File: config.mk
export PLATFORM = sky130hd
export DESIGN_NAME = truth_table_sweeper
export DESIGN_NICKNAME = d
export VERILOG_FILES = /design/src/rtl/truth_table_sweeper.sv
export SDC_FILE = /design/constraint.sdc
export NUM_CORES = 1
export LEC_CHECK = 0
export CORE_MARGIN = 2
export CORE_UTILIZATION = 65
export DETAILED_ROUTE_END_ITERATION = 8
export DONT_BUFFER_PORTS = 1
export PLACE_DENSITY = 0.91
export SYNTH_ARGS = -nofsm -noshare
export SYNTH_HDL_FRONTEND = slang
export SYNTH_SLANG_ARGS = --single-unit
export TNS_END_PERCENT = 5
File: constraint.sdc
create_clock -name clk -period 2.8 [get_ports clk]
set_input_delay 0.28 -clock clk [delete_from_list [all_inputs] [get_ports clk]]
set_output_delay 0.28 -clock clk [all_outputs]
set_load 0.1 [all_outputs]
File: src/rtl/truth_table_sweeper.sv
// truth_table_sweeper: clocked sequencer that sweeps every input vector of a
// combinational function-under-test in ascending order, records the SoP (s1)
// and PoS (s2) outputs as two truth tables, counts vectors where they disagree
// and remembers the lowest disagreeing vector.
// Optional build macro: TTS_STOP_ON_MISMATCH_EN -- when defined, the sweep ends
// on the first vector where s1 != s2.
module truth_table_sweeper #(
    parameter int N_VARS        = 4,
    parameter int SETTLE_CYCLES = 1
) (
    input  logic                     clk,
    input  logic                     reset,
    input  logic                     start,
    input  logic                     s1,
    input  logic                     s2,
    output logic [N_VARS-1:0]        vec,
    output logic                     busy,
    output logic                     done,
    output logic [(1<<N_VARS)-1:0]   table_sop,
    output logic [(1<<N_VARS)-1:0]   table_pos,
    output logic [N_VARS:0]          mismatch_cnt,
    output logic [N_VARS-1:0]        first_bad,
    output logic                     first_bad_valid
);

    localparam int TW = 1 << N_VARS;
    localparam int CW = N_VARS + 1;

    localparam logic [2:0] ST_IDLE   = 3'd0;
    localparam logic [2:0] ST_APPLY  = 3'd1;
    localparam logic [2:0] ST_SETTLE = 3'd2;
    localparam logic [2:0] ST_SAMPLE = 3'd3;
    localparam logic [2:0] ST_DONE   = 3'd4;

    logic [2:0]        state_reg, state_next;
    logic [3:0]        settle_cnt_reg;
    logic [N_VARS-1:0] vec_reg;
    logic              busy_reg;
    logic              done_reg;
    logic [TW-1:0]     table_sop_reg, table_pos_reg;
    logic [CW-1:0]     mismatch_cnt_reg;
    logic [N_VARS-1:0] first_bad_reg;
    logic              first_bad_valid_reg;

    logic accept;
    logic sampling;
    logic differ;
    logic last_vec;
    logic stop_now;

    assign accept   = (state_reg == ST_IDLE) && start;
    assign sampling = (state_reg == ST_SAMPLE);
    assign differ   = s1 ^ s2;
    assign last_vec = &vec_reg;

`ifdef TTS_STOP_ON_MISMATCH_EN
    assign stop_now = differ;
`else
    assign stop_now = 1'b0;
`endif

    // Next-state decode for the sweep FSM.
    always_comb begin
        state_next = state_reg;
        case (state_reg)
            ST_IDLE:   if (start) state_next = ST_APPLY;
            ST_APPLY:  state_next = ST_SETTLE;
            ST_SETTLE: if (settle_cnt_reg == 4'd1) state_next = ST_SAMPLE;
            ST_SAMPLE: state_next = (last_vec || stop_now) ? ST_DONE : ST_APPLY;
            ST_DONE:   state_next = ST_IDLE;
            default:   state_next = ST_IDLE;
        endcase
    end

    // State, vector, settle counter, status and mismatch bookkeeping.
    always_ff @(posedge clk) begin
        if (reset) begin
            state_reg           <= ST_IDLE;
            settle_cnt_reg      <= 4'd0;
            vec_reg             <= '0;
            busy_reg            <= 1'b0;
            done_reg            <= 1'b0;
            mismatch_cnt_reg    <= '0;
            first_bad_reg       <= '0;
            first_bad_valid_reg <= 1'b0;
        end else begin
            state_reg <= state_next;
            // done is high exactly while the FSM sits in DONE
            done_reg  <= sampling && (state_next == ST_DONE);

            if (state_reg == ST_APPLY)
                settle_cnt_reg <= 4'(SETTLE_CYCLES);
            else if (state_reg == ST_SETTLE)
                settle_cnt_reg <= settle_cnt_reg - 4'd1;

            if (accept)
                busy_reg <= 1'b1;
            else if (state_reg == ST_DONE)
                busy_reg <= 1'b0;

            if (accept) begin
                vec_reg             <= '0;
                mismatch_cnt_reg    <= '0;
                first_bad_reg       <= '0;
                first_bad_valid_reg <= 1'b0;
            end else if (sampling) begin
                // vec stays on the final/failing index after the sweep ends
                if (!last_vec && !stop_now)
                    vec_reg <= vec_reg + N_VARS'(1);
                if (differ) begin
                    mismatch_cnt_reg <= mismatch_cnt_reg + CW'(1);
                    if (!first_bad_valid_reg) begin
                        first_bad_reg       <= vec_reg;
                        first_bad_valid_reg <= 1'b1;
                    end
                end
            end
        end
    end

    // One flop pair per truth-table row, written when its vector is sampled.
    generate
        for (genvar gi = 0; gi < TW; gi++) begin : g_row
            localparam logic [N_VARS-1:0] ROW = gi;
            always_ff @(posedge clk) begin
                if (reset || accept) begin
                    table_sop_reg[gi] <= 1'b0;
                    table_pos_reg[gi] <= 1'b0;
                end else if (sampling && (vec_reg == ROW)) begin
                    table_sop_reg[gi] <= s1;
                    table_pos_reg[gi] <= s2;
                end
            end
        end
    endgenerate

    assign vec             = vec_reg;
    assign busy            = busy_reg;
    assign done            = done_reg;
    assign table_sop       = table_sop_reg;
    assign table_pos       = table_pos_reg;
    assign mismatch_cnt    = mismatch_cnt_reg;
    assign first_bad       = first_bad_reg;
    assign first_bad_valid = first_bad_valid_reg;

endmodule

==> results of run 1 <==
## worst max-delay path: cells and delay by family, from the launching register on
family          cells  cell delay [ns]
simple gates        2             1.14
flops               1             0.57
compound gates      1             0.14
## path summary, 6_finish.rpt
path	start	endpoint	slack (ns)	depth (start not counted)
max reg2reg	state_reg[0]	mismatch_cnt[4]	0.89	3
min	reset	state_reg[2]	0.04	1
max	state_reg[0]	mismatch_cnt[4]	0.89	3
min reg2reg	first_bad[0]	first_bad[0]	0.48	2
## layout by cell type, fill, tap and decap left out, drive strengths merged, types with 6 or more instances in the layout
| master | count |
|---|---|
| dfxtp | 55 |
| o21ai | 7 |
| inv | 7 |
| buf | 26 |
| nand3 | 18 |
| a21oi | 21 |
| nand3b | 36 |
| o31ai | 8 |
| nor2 | 6 |
| ha | 7 |
| nand4 | 8 |
| clkbuf | 8 |
| mux2i | 32 |
## power groups by stage
stage	Sequential (mW)	Combinational, mW	Clock (mW)
floorplan	0.845	0.146	0
global placement	0.836	0.154	0
detailed placement	0.839	0.158	0
CTS	0.821	0.160	0.471
global route	0.825	0.175	0.510
finish	0.821	0.160	0.471
## area by class of cell
class | instances | share of cell area
sequential | 55 | 0.394
timing repair buffer | 26 | 0.0699
clock buffer | 8 | 0.0358
inverter | 7 | 0.00941
multi-input combinational | 175 | 0.469
tap | 48 | 0.0215
## per-stage QoR
step / cell area [um^2] / std cells / worst slack, ns / util / power [mW]
global route: 2790 / 319 / 0.730 / 0.746 / 1.51
detailed placement: 2690 / 311 / 0.910 / 0.719 / 0.997
global placement: 2690 / 311 / 1.00 / 0.719 / 0.990
CTS: 2790 / 319 / 0.886 / 0.746 / 1.45
floorplan: 2570 / 258 / 0.805 / - / 0.991
finish: 2790 / 319 / 0.891 / 0.746 / 1.45
## cells by family (layout without fill, tap and decap cells)
kind of cell,after synthesis,count (layout),share of synthesized area
AOI/OAI and AO/OA,40,40,0.0899
muxes,32,32,0.124
adders and majority gates,7,7,0.0340
xor gates and xnor gates,3,3,0.0102
and+or+nand+nor,93,93,0.250
DFF,55,55,0.428
buffers and inverters,28,41,0.0637
## per-layer routing
layer | global-route usage | vias up
li1 | - | 964
met3 | 0.0861 | 7
met5 | 0 | -
met4 | 0.0765 | 0
met2 | 0.446 | 66
met1 | 0.335 | 936
==> results.md, run 1 <==
- NumNets Final: between 200 and 300
- Hold slack: around 0.036 ns
- Clk slew on worst S/H paths: approximately 0.09 ns
- Pwr/cell area: roughly 520 mW/mm^2
- Post-CTS Setup Inserts: 0
- FF/Latch Area: around 0.0011 mm^2
- Vias: approximately 2,000
- Final setup viols: 0
- Sw frac: 0.257
- Gpl congestion: 0.799
- Vias in the first global route: about 1,900
- Max_cap viols: 0
- DR WL/cell: between 15 and 20 um
- Status: finished, final reports clean
- Number of enable flip-flop cells after synthesis: 0
- Clock Skew: roughly 0.0055 ns
- Die Ht: between 60 and 70 um
- Top_reg_cell synth: dfxtp_1
- Final Routed Wirelength: around 5500 um
- Initial DRC Count: ~180
- Initial Util: 0.688
- Number of gates resized after cts: 0
- Req. time, crit path: just over 3 ns
- Peak VDD IR: 0.397 mV
- TritonCTS clock tree: done
- Dominant cells by area after synthesis: dfxtp_1, mux2i_1, nand3b_1
- Syn avg cell area: 9.98 um^2
- Clock Tree Root: clkbuf_8
- Worst-Margin Slew: about 1.0 ns
- DP HPWL: 3610 um
- Initial antenna violation count: 0
- Vias/cell: ~6.2
- Cells after Synth: between 200 and 300
- Ys async rst share: 0
- Num Clock Sinks: between 50 and 60
- Post-CTS Hold Buffers: 0
- Internal: approximately 1.1 mW
- Mapped Nets: 270
- Seq/Total Area, Yosys: 0.428
- Global-route wire length before repair: ~9100 um
- Final setup TNS: 0 ns
- Max Root-Sink Buffers: 2
- # fillers: about 280
- Lkg Pwr: 1.19 nW
- # port buffers: 0
- Die area: about 0.0045 mm^2
- Most frequent cell after synthesis: dfxtp_1
- Cells along the critical path: nand3b_1 -> or4_1 -> a21oi_1
- Switching power: about 0.37 mW
- Syn Std Cell Area: around 0.0026 mm^2
- Synth top area share: 0.428
- Commonest cells post-synth: dfxtp_1, nand3b_1, mux2i_1
- Max-slew violations: 0
- Power share of the sequential group: 0.565
- Hold Path Class: in2reg
- Wire length on met3: ~390 um
- Drc violations: 0
- Antenna-violating nets left: 0
- Fin crit share: 0.682
- Critical Path Source Type: register
- RSZ-0062 raised after global routing: false
- Layout overhead on the synthesized area: 8.45%
- Top sig layer: met4
- Total grt overflow: 0
- Top cell type by total area after synthesis: dfxtp_1
- Layout cell share with drive strength beyond 1: 0.140
- GRT Overall Usage: 0.269
- Width of the die: about 67 um
- Clk network pwr share: 0.324
- Distinct cells, synth: 36
- Logic gate share of total power: 0.110
- CP Data Arrival Time: around 2.2 ns
- Hold Vio Cnt, Final: 0
- Worst-Skew Late Latency: ~0.31 ns
- Core Area: roughly 0.0037 mm^2
- H-Tree Level Count: 2
- Relative slew slack: 0.334
- Area of the multi-input gates: between 0.001 and 0.0015 mm^2
- Crit path kind: reg2reg
- Max FO, Critical Path: 17
- Met1 wire length: approximately 2400 um
- # diodes: 0
- Achievable frequency: ~0.52 GHz
- Routed length on met2: ~2700 um
- I/O Pins: 53
- Num CTS Buffers: 5
- FF+latch count, synth: 55
- Drt pass-1 iters: 4
- Crit-path max cell delay: approximately 0.64 ns
- Row Count: 22
- Synth warn: 0
- Setup crit end kind: register
- Largest net degree at the start of global routing: 45
- Final period demand of the worst path: 1.91 ns
- CP max stage cell: or4_1
Power figures use the tool's default switching activity.
==> run 2, diff against run 1 <==
--- a/config.mk
+++ b/config.mk
@@ -5,11 +5,12 @@
 export SDC_FILE = /design/constraint.sdc
 export NUM_CORES = 1
 export LEC_CHECK = 0
+export ABC_AREA = 1
 export CORE_MARGIN = 2
-export CORE_UTILIZATION = 65
+export CORE_UTILIZATION = 62
 export DETAILED_ROUTE_END_ITERATION = 8
 export DONT_BUFFER_PORTS = 1
-export PLACE_DENSITY = 0.91
+export PLACE_DENSITY = 0.88
 export SYNTH_ARGS = -nofsm -noshare
 export SYNTH_HDL_FRONTEND = slang
 export SYNTH_SLANG_ARGS = --single-unit
==> constraint.sdc (replaced) <==
create_clock -name clk -period 1.8 [get_ports clk]
set_input_delay 0.18 -clock clk [delete_from_list [all_inputs] [get_ports clk]]
set_output_delay 0.18 -clock clk [all_outputs]
set_load 0.1 [all_outputs]
==> results.md, run 2 <==
- Logic gate share of total power: 0.098
- DR WL/cell: between 10 and 15 um
- Status: finished, final reports clean
- Number of enable flip-flop cells after synthesis: 0
- Mapped Nets: approximately 380
- Total grt overflow: 0
- Sw frac: 0.254
- Power share of the sequential group: 0.545
- Clock Tree Root: clkbuf_8
- Most frequent cell after synthesis: nor2_1
- Drc violations: 0
- Dpl cell area: between 0.002 and 0.003 mm^2
- Worst-Margin Slew: approximately 0.51 ns
- Largest net degree at the start of global routing: 37
- Crit path kind: reg2reg
- Cells after Synth: between 300 and 400
- Distinct cells, synth: 21
- Pwr/cell area: between 700 and 800 mW/mm^2
- Setup crit end kind: register
- Worst-Skew Late Latency: around 0.31 ns
- Clock Skew: 0.0125 ns
- CP dominant cell by count: nor2_1
- RR Startpoint: state_reg[1]
- FF+latch count, synth: 55
- H-Tree Level Count: 2
- CP max stage cell: dfxtp_1
- Post-route design area: between 0.003 and 0.004 mm^2
- Max Root-Sink Buffers: 2
- Initial antenna violation count: 0
- Initial Util: 0.638
- Hold Path Class: in2reg
- Top_reg_cell synth: dfxtp_1
- Gpl congestion: slightly below 0.9
- Internal: approximately 1.7 mW
- R2R setup slack: just over 0.3 ns
- Final setup viols: 0
- Commonest cells post-synth: nor2_1, nand2_1, dfxtp_1
- Most common cell after layout, fill and taps aside: nor2_1
- Relative slew slack: 0.657
- R2R depth: 6
- Top cell type by total area after synthesis: dfxtp_1
- Placed Cells incl. Taps: about 460
- Final Routed Wirelength: between 5000 and 6000 um
- Die area: 0.00458 mm^2
- Layout cell share with drive strength beyond 1: 0.188
- Final period demand of the worst path: roughly 1.5 ns
- Global-route wire length before repair: 9440 um
- Max_cap viols: 0
- Dominant cells by area after synthesis: dfxtp_1, nor2_1, nand2_1
- Achievable frequency: between 0.6 and 0.7 GHz
- Initial DRC Count: about 230
- Drt pass-1 iters: 4
- Place WS: 0.341 ns
- Worst Hold End: table_sop[15]
- Clk network pwr share: 0.357
- CP Data Arrival Time: 1.74 ns
- Hold path startpoint: s1
- Peak VDD IR: just over 0.7 mV
- WHS Path Cells: 2
- Num CTS Buffers: 5
- Tot Pwr: 2.29 mW
- Vias: roughly 2,500
- Layout overhead on the synthesized area: 20.2%
- Width of the die: around 68 um
- Synth top area share: 0.438
- Hold Vio Cnt, Final: 0
- Fin crit share: 0.829
- Num Clock Sinks: 55
- Crit-path max cell delay: around 0.47 ns
- Fin cells: around 470
- # port buffers: 0
- Synth warn: 0
- Vias in the first global route: around 2,200
- Max FO, Critical Path: 15
- Antenna-violating nets left: 0
- Core Area: between 0.003 and 0.004 mm^2
- Syn avg cell area: 6.80 um^2
- Final worst slack: between 0.3 and 0.4 ns
- Clk slew on worst S/H paths: 0.10 ns
- Commonest non-fill, non-tap cells in the layout: nor2_1, nand2_1, dfxtp_1
- R2r endpoint: table_sop[6]
- Max-slew violations: 0
- Seq/Total Area, Yosys: 0.438
- Switching power: a little under 0.6 mW
- Vias/cell: roughly 5.2
- Delay-heaviest family, CP: simple AND/OR/NAND/NOR gates
- Req. time, crit path: 2.05 ns
- # diodes: 0
- RSZ-0062 raised after global routing: false
- GRT Overall Usage: 0.275
- TritonCTS clock tree: done
- I/O Pins: 53
- Critical Path Source Type: register
- Ys async rst share: 0
- DP HPWL: about 4300 um
- Syn Std Cell Area: 0.00252 mm^2
- Critical path buffers and inverters: 0
- Lkg Pwr: 1.28 nW
- Cells along the critical path: nand2_2 -> nor2_4 -> nand2_1 -> nor2_1 -> nor2_1 -> nor2_1
- NumNets Final: between 400 and 500
- Die Ht: between 60 and 70 um
- Row Count: 23
-- run 2: cell count changes in the layout (fill, tap and decap cells not counted), moves of 6 or more --
cell      delta
nand3b_1    -34
o31ai_1      -8
mux2i_1     -32
inv_1       +16
a21oi_1      -7
nand3_1     +17
nand2_1     +92
o21ai_0      -6
buf_4       +25
nor2_1     +100
-- run 2: cells by family (layout without fill, tap and decap cells) --
logic type | Yosys count | after routing | synth area share
adder cells (fa/ha/maj) | 7 | 7 | 0.0348
AO/OA/AOI/OAI | 15 | 15 | 0.0298
buffers and inverters | 39 | 90 | 0.0706
flip-flops | 55 | 55 | 0.438
AND/OR/NAND/NOR | 254 | 254 | 0.427
-- run 2: how the worst max path moves through the flow --
stage                       startpoint             to  cells after the start  slack, ns
after detailed placement  state_reg[1]   table_pos[0]                      6       0.34
final                     state_reg[1]   table_sop[6]                      6       0.31
after global placement    state_reg[1]  table_pos[11]                      6       0.41
after global routing            vec[1]   table_pos[0]                      7       0.15
after floorplan                 vec[3]  table_pos[11]                      7       -0.1
after CTS                 state_reg[1]   table_sop[6]                      6       0.31
-- run 2: per-layer routing --
metal	global-route usage	part of all wire
met4	0.117	0.029
met2	0.480	0.51
met5	0	0
met3	0.0700	0.085
met1	0.316	0.38
-- run 2: layout make-up --
cell class / instances / area, um^2
Clock buffer: 5 / 68.8
Clock inverter: 3 / 43.8
Fill cell: 306 / 917
Inverter: 30 / 115
Multi-Input combinational cell: 276 / 1240
Sequential cell: 55 / 1100
Tap cell: 50 / 62.6
Timing Repair Buffer: 52 / 393
-- run 2: repair_timing --
action | in CTS | in global routing
endpoints found under the setup margin | 0 | 0
hold buffers | 1 | 0
hold endpoints to repair | 5 | 0
buffers inserted | 0 | 0
resized for setup | 0 | 0
-- run 2: metrics by stage --
stage                util  TNS, ns  hold slack, ns
detailed placement  0.736        0           0.256
global route        0.767        0         0.00360
finish              0.767        0          0.0150
CTS                 0.767        0        0.000876
global placement    0.736        0           0.251
floorplan               -   -0.797           0.249
-- run 2: power groups by stage --
stage                     clock, mW  combinational (mW)  sequential [mW]
after floorplan                   0               0.150             1.31
after CTS                     0.822               0.223             1.25
after detailed placement          0               0.220             1.28
final                         0.819               0.224             1.25
after global routing          0.874               0.254             1.25
after global placement            0               0.211             1.28
==> run 3, diff against run 2 <==
--- a/config.mk
+++ b/config.mk
@@ -7,10 +7,10 @@
 export LEC_CHECK = 0
 export ABC_AREA = 1
 export CORE_MARGIN = 2
-export CORE_UTILIZATION = 62
+export CORE_UTILIZATION = 56
 export DETAILED_ROUTE_END_ITERATION = 8
 export DONT_BUFFER_PORTS = 1
-export PLACE_DENSITY = 0.88
+export PLACE_DENSITY = 0.84
 export SYNTH_ARGS = -nofsm -noshare
 export SYNTH_HDL_FRONTEND = slang
 export SYNTH_SLANG_ARGS = --single-unit
==> constraint.sdc (replaced) <==
create_clock -name clk -period 1.3 [get_ports clk]
set_input_delay 0.13 -clock clk [delete_from_list [all_inputs] [get_ports clk]]
set_output_delay 0.13 -clock clk [all_outputs]
set_load 0.1 [all_outputs]
==> results.md, run 3 (synthesis gave the netlist of run 2 again) <==
- Final Routed Wirelength: 5880 um
- Clock Skew: slightly above 0.004 ns
- Initial Util: 0.578
- Vias in the first global route: roughly 2,400
- Layout overhead on the synthesized area: 27.5%
- Relative slew slack: 0.793
- Gpl congestion: about 0.85
- DR WL/cell: between 10 and 15 um
- Vias: between 2,000 and 3,000
- RR Startpoint: vec[1]
- Clk slew on worst S/H paths: ~0.09 ns
- Die area: 0.00505 mm^2
- Internal: between 2 and 2.5 mW
- # diodes: 0
- Status: complete, but fails checks
- Hold path startpoint: reset
- GRT Overall Usage: 0.242
- Total grt overflow: 0
- Max_cap viols: 0
- Peak VDD IR: 0.747 mV
- Crit path kind: reg2reg
- Met1 wire length: 2270 um
- Critical Path Source Type: register
- Num Clock Sinks: 55
- Drc violations: 0
- Top sig layer: met4
- Drt pass-1 iters: 4
- Initial DRC Count: 203
- Core Area: roughly 0.0044 mm^2
- Lkg Pwr: between 1 and 1.5 nW
- Hold Vio Cnt, Final: 0
- Achievable frequency: approximately 0.76 GHz
- Sw frac: 0.261
- TritonCTS clock tree: done
- DP HPWL: 4290 um
- Max Root-Sink Buffers: 2
- Fin crit share: 1.01
- Power share of the sequential group: 0.581
- Fin cells: around 500
- Setup crit end kind: register
- Worst Hold End: settle_cnt_reg[0]
- Worst-Skew Late Latency: 0.31 ns
- Pwr/cell area: slightly above 900 mW/mm^2
- Worst-Margin Slew: between 0.3 and 0.4 ns
- WHS Path Cells: 3
- R2R depth: 8
- Global-route wire length before repair: around 10000 um
- Clock Tree Root: clkbuf_8
- Switching power: just under 0.8 mW
- Num CTS Buffers: 5
- Die Ht: between 70 and 80 um
- Place WS: -0.0292 ns
- Width of the die: 71.0 um
- Most common cell after layout, fill and taps aside: nor2_1
- Vias/cell: 5.18
- Wire length on met3: around 410 um
- I/O Pins: 53
- Placed Cells incl. Taps: ~470
- Max FO, Critical Path: 6
- Routed length on met2: 3100 um
- Req. time, crit path: about 1.5 ns
- Initial antenna violation count: 0
- Final setup viols: 1
- Clk network pwr share: 0.303
- # port buffers: 0
- Commonest non-fill, non-tap cells in the layout: nor2_1, nand2_1, buf_4
- Antenna-violating nets left: 0
- Max-slew violations: 0
- Largest net degree at the start of global routing: 37
- NumNets Final: 450
- R2R setup slack: -0.007 ns
- Layout cell share with drive strength beyond 1: 0.255
- Tot Pwr: a little under 3 mW
- H-Tree Level Count: 2
- Final worst slack: -0.00730 ns
- RSZ-0062 raised after global routing: true
- Logic gate share of total power: 0.116
- R2r endpoint: table_sop[0]
- CP Data Arrival Time: between 1.5 and 2 ns
- Hold Path Class: in2reg
- Violated checks: setup timing
- Row Count: 24
- Final period demand of the worst path: between 1 and 1.5 ns
run 3: cell types whose count changed in the layout (fill, tap and decap cells not counted), moves of 2 or more:
| cell | change |
|---|---|
| nor2_2 | +4 |
| nand2_2 | +3 |
| clkbuf_1 | +2 |
| dfxtp_4 | +4 |
| ha_1 | -4 |
| dlygate4sd3_1 | +3 |
| nand2_1 | -3 |
| ha_2 | +3 |
| dfxtp_2 | +3 |
| dfxtp_1 | -7 |
| buf_4 | +15 |
| nor2_1 | -5 |
run 3: metrics by stage:
step | hold WS (ns) | util | cell area [um^2] | TNS (ns)
3_3_place_gp | 0.202 | 0.692 | 3010 | 0
4_1_cts | 0.0103 | 0.720 | 3140 | 0
6_report | 0.0215 | 0.737 | 3210 | -0.00730
2_1_floorplan | 0.199 | - | 2550 | -3.26
5_1_grt | 0.0142 | 0.737 | 3210 | -1.04
3_5_place_dp | 0.205 | 0.692 | 3010 | -0.144
run 3: power groups by stage:
stage	clock, mW	combinational [mW]	sequential (mW)
floorplan	0	0.208	1.81
global placement	0	0.312	1.76
detailed placement	0	0.321	1.76
CTS	0.920	0.334	1.72
global route	0.990	0.383	1.72
finish	0.898	0.342	1.72
run 3: layer usage:
metal,vias up,global-route usage
li1,1287,-
met1,1172,0.267
met3,11,0.0712
met2,73,0.437
met4,0,0.0943
met5,-,0
run 3: repair_timing:
action,CTS,global route
setup buffers,0,5
endpoints found under the hold margin,7,0
hold buffers,4,0
gates resized for setup,1,14
endpoints found under the setup margin,14,41
pin swaps,0,1
run 3: critical path, stage by stage, from the launching register on:
cell and delay, ns:
dfxtp_4 0.38, inv_1 0.11, ha_2 0.22, inv_1 0.04, nor2_1 0.09, buf_4 0.14, nand3_1 0.09, nand2_1 0.09
nor2_1 0.05
run 3: how the worst max path moves through the flow:
stage / startpoint / to / slack, ns
2_1_floorplan: vec[3] / table_pos[11] / -0.12
3_3_place_gp: state_reg[0] / table_pos[11] / 0.03
3_5_place_dp: state_reg[0] / table_sop[11] / -0.03
4_1_cts: state_reg[1] / table_pos[11] / 0.01
5_1_grt: vec[1] / table_pos[9] / -0.09
6_report: vec[1] / table_sop[0] / -0.007
run 3: cell type report:
| cell class | count | area, um^2 |
|---|---|---|
| multi-input cells | 276 | 1280 |
| repair buffers | 70 | 536 |
| flip-flops and latches | 55 | 1120 |
| clock inverters | 1 | 5.00 |
| clock buffers | 7 | 76.3 |
| fillers | 337 | 1150 |
| well taps | 52 | 65.1 |
| inverters | 30 | 120 |
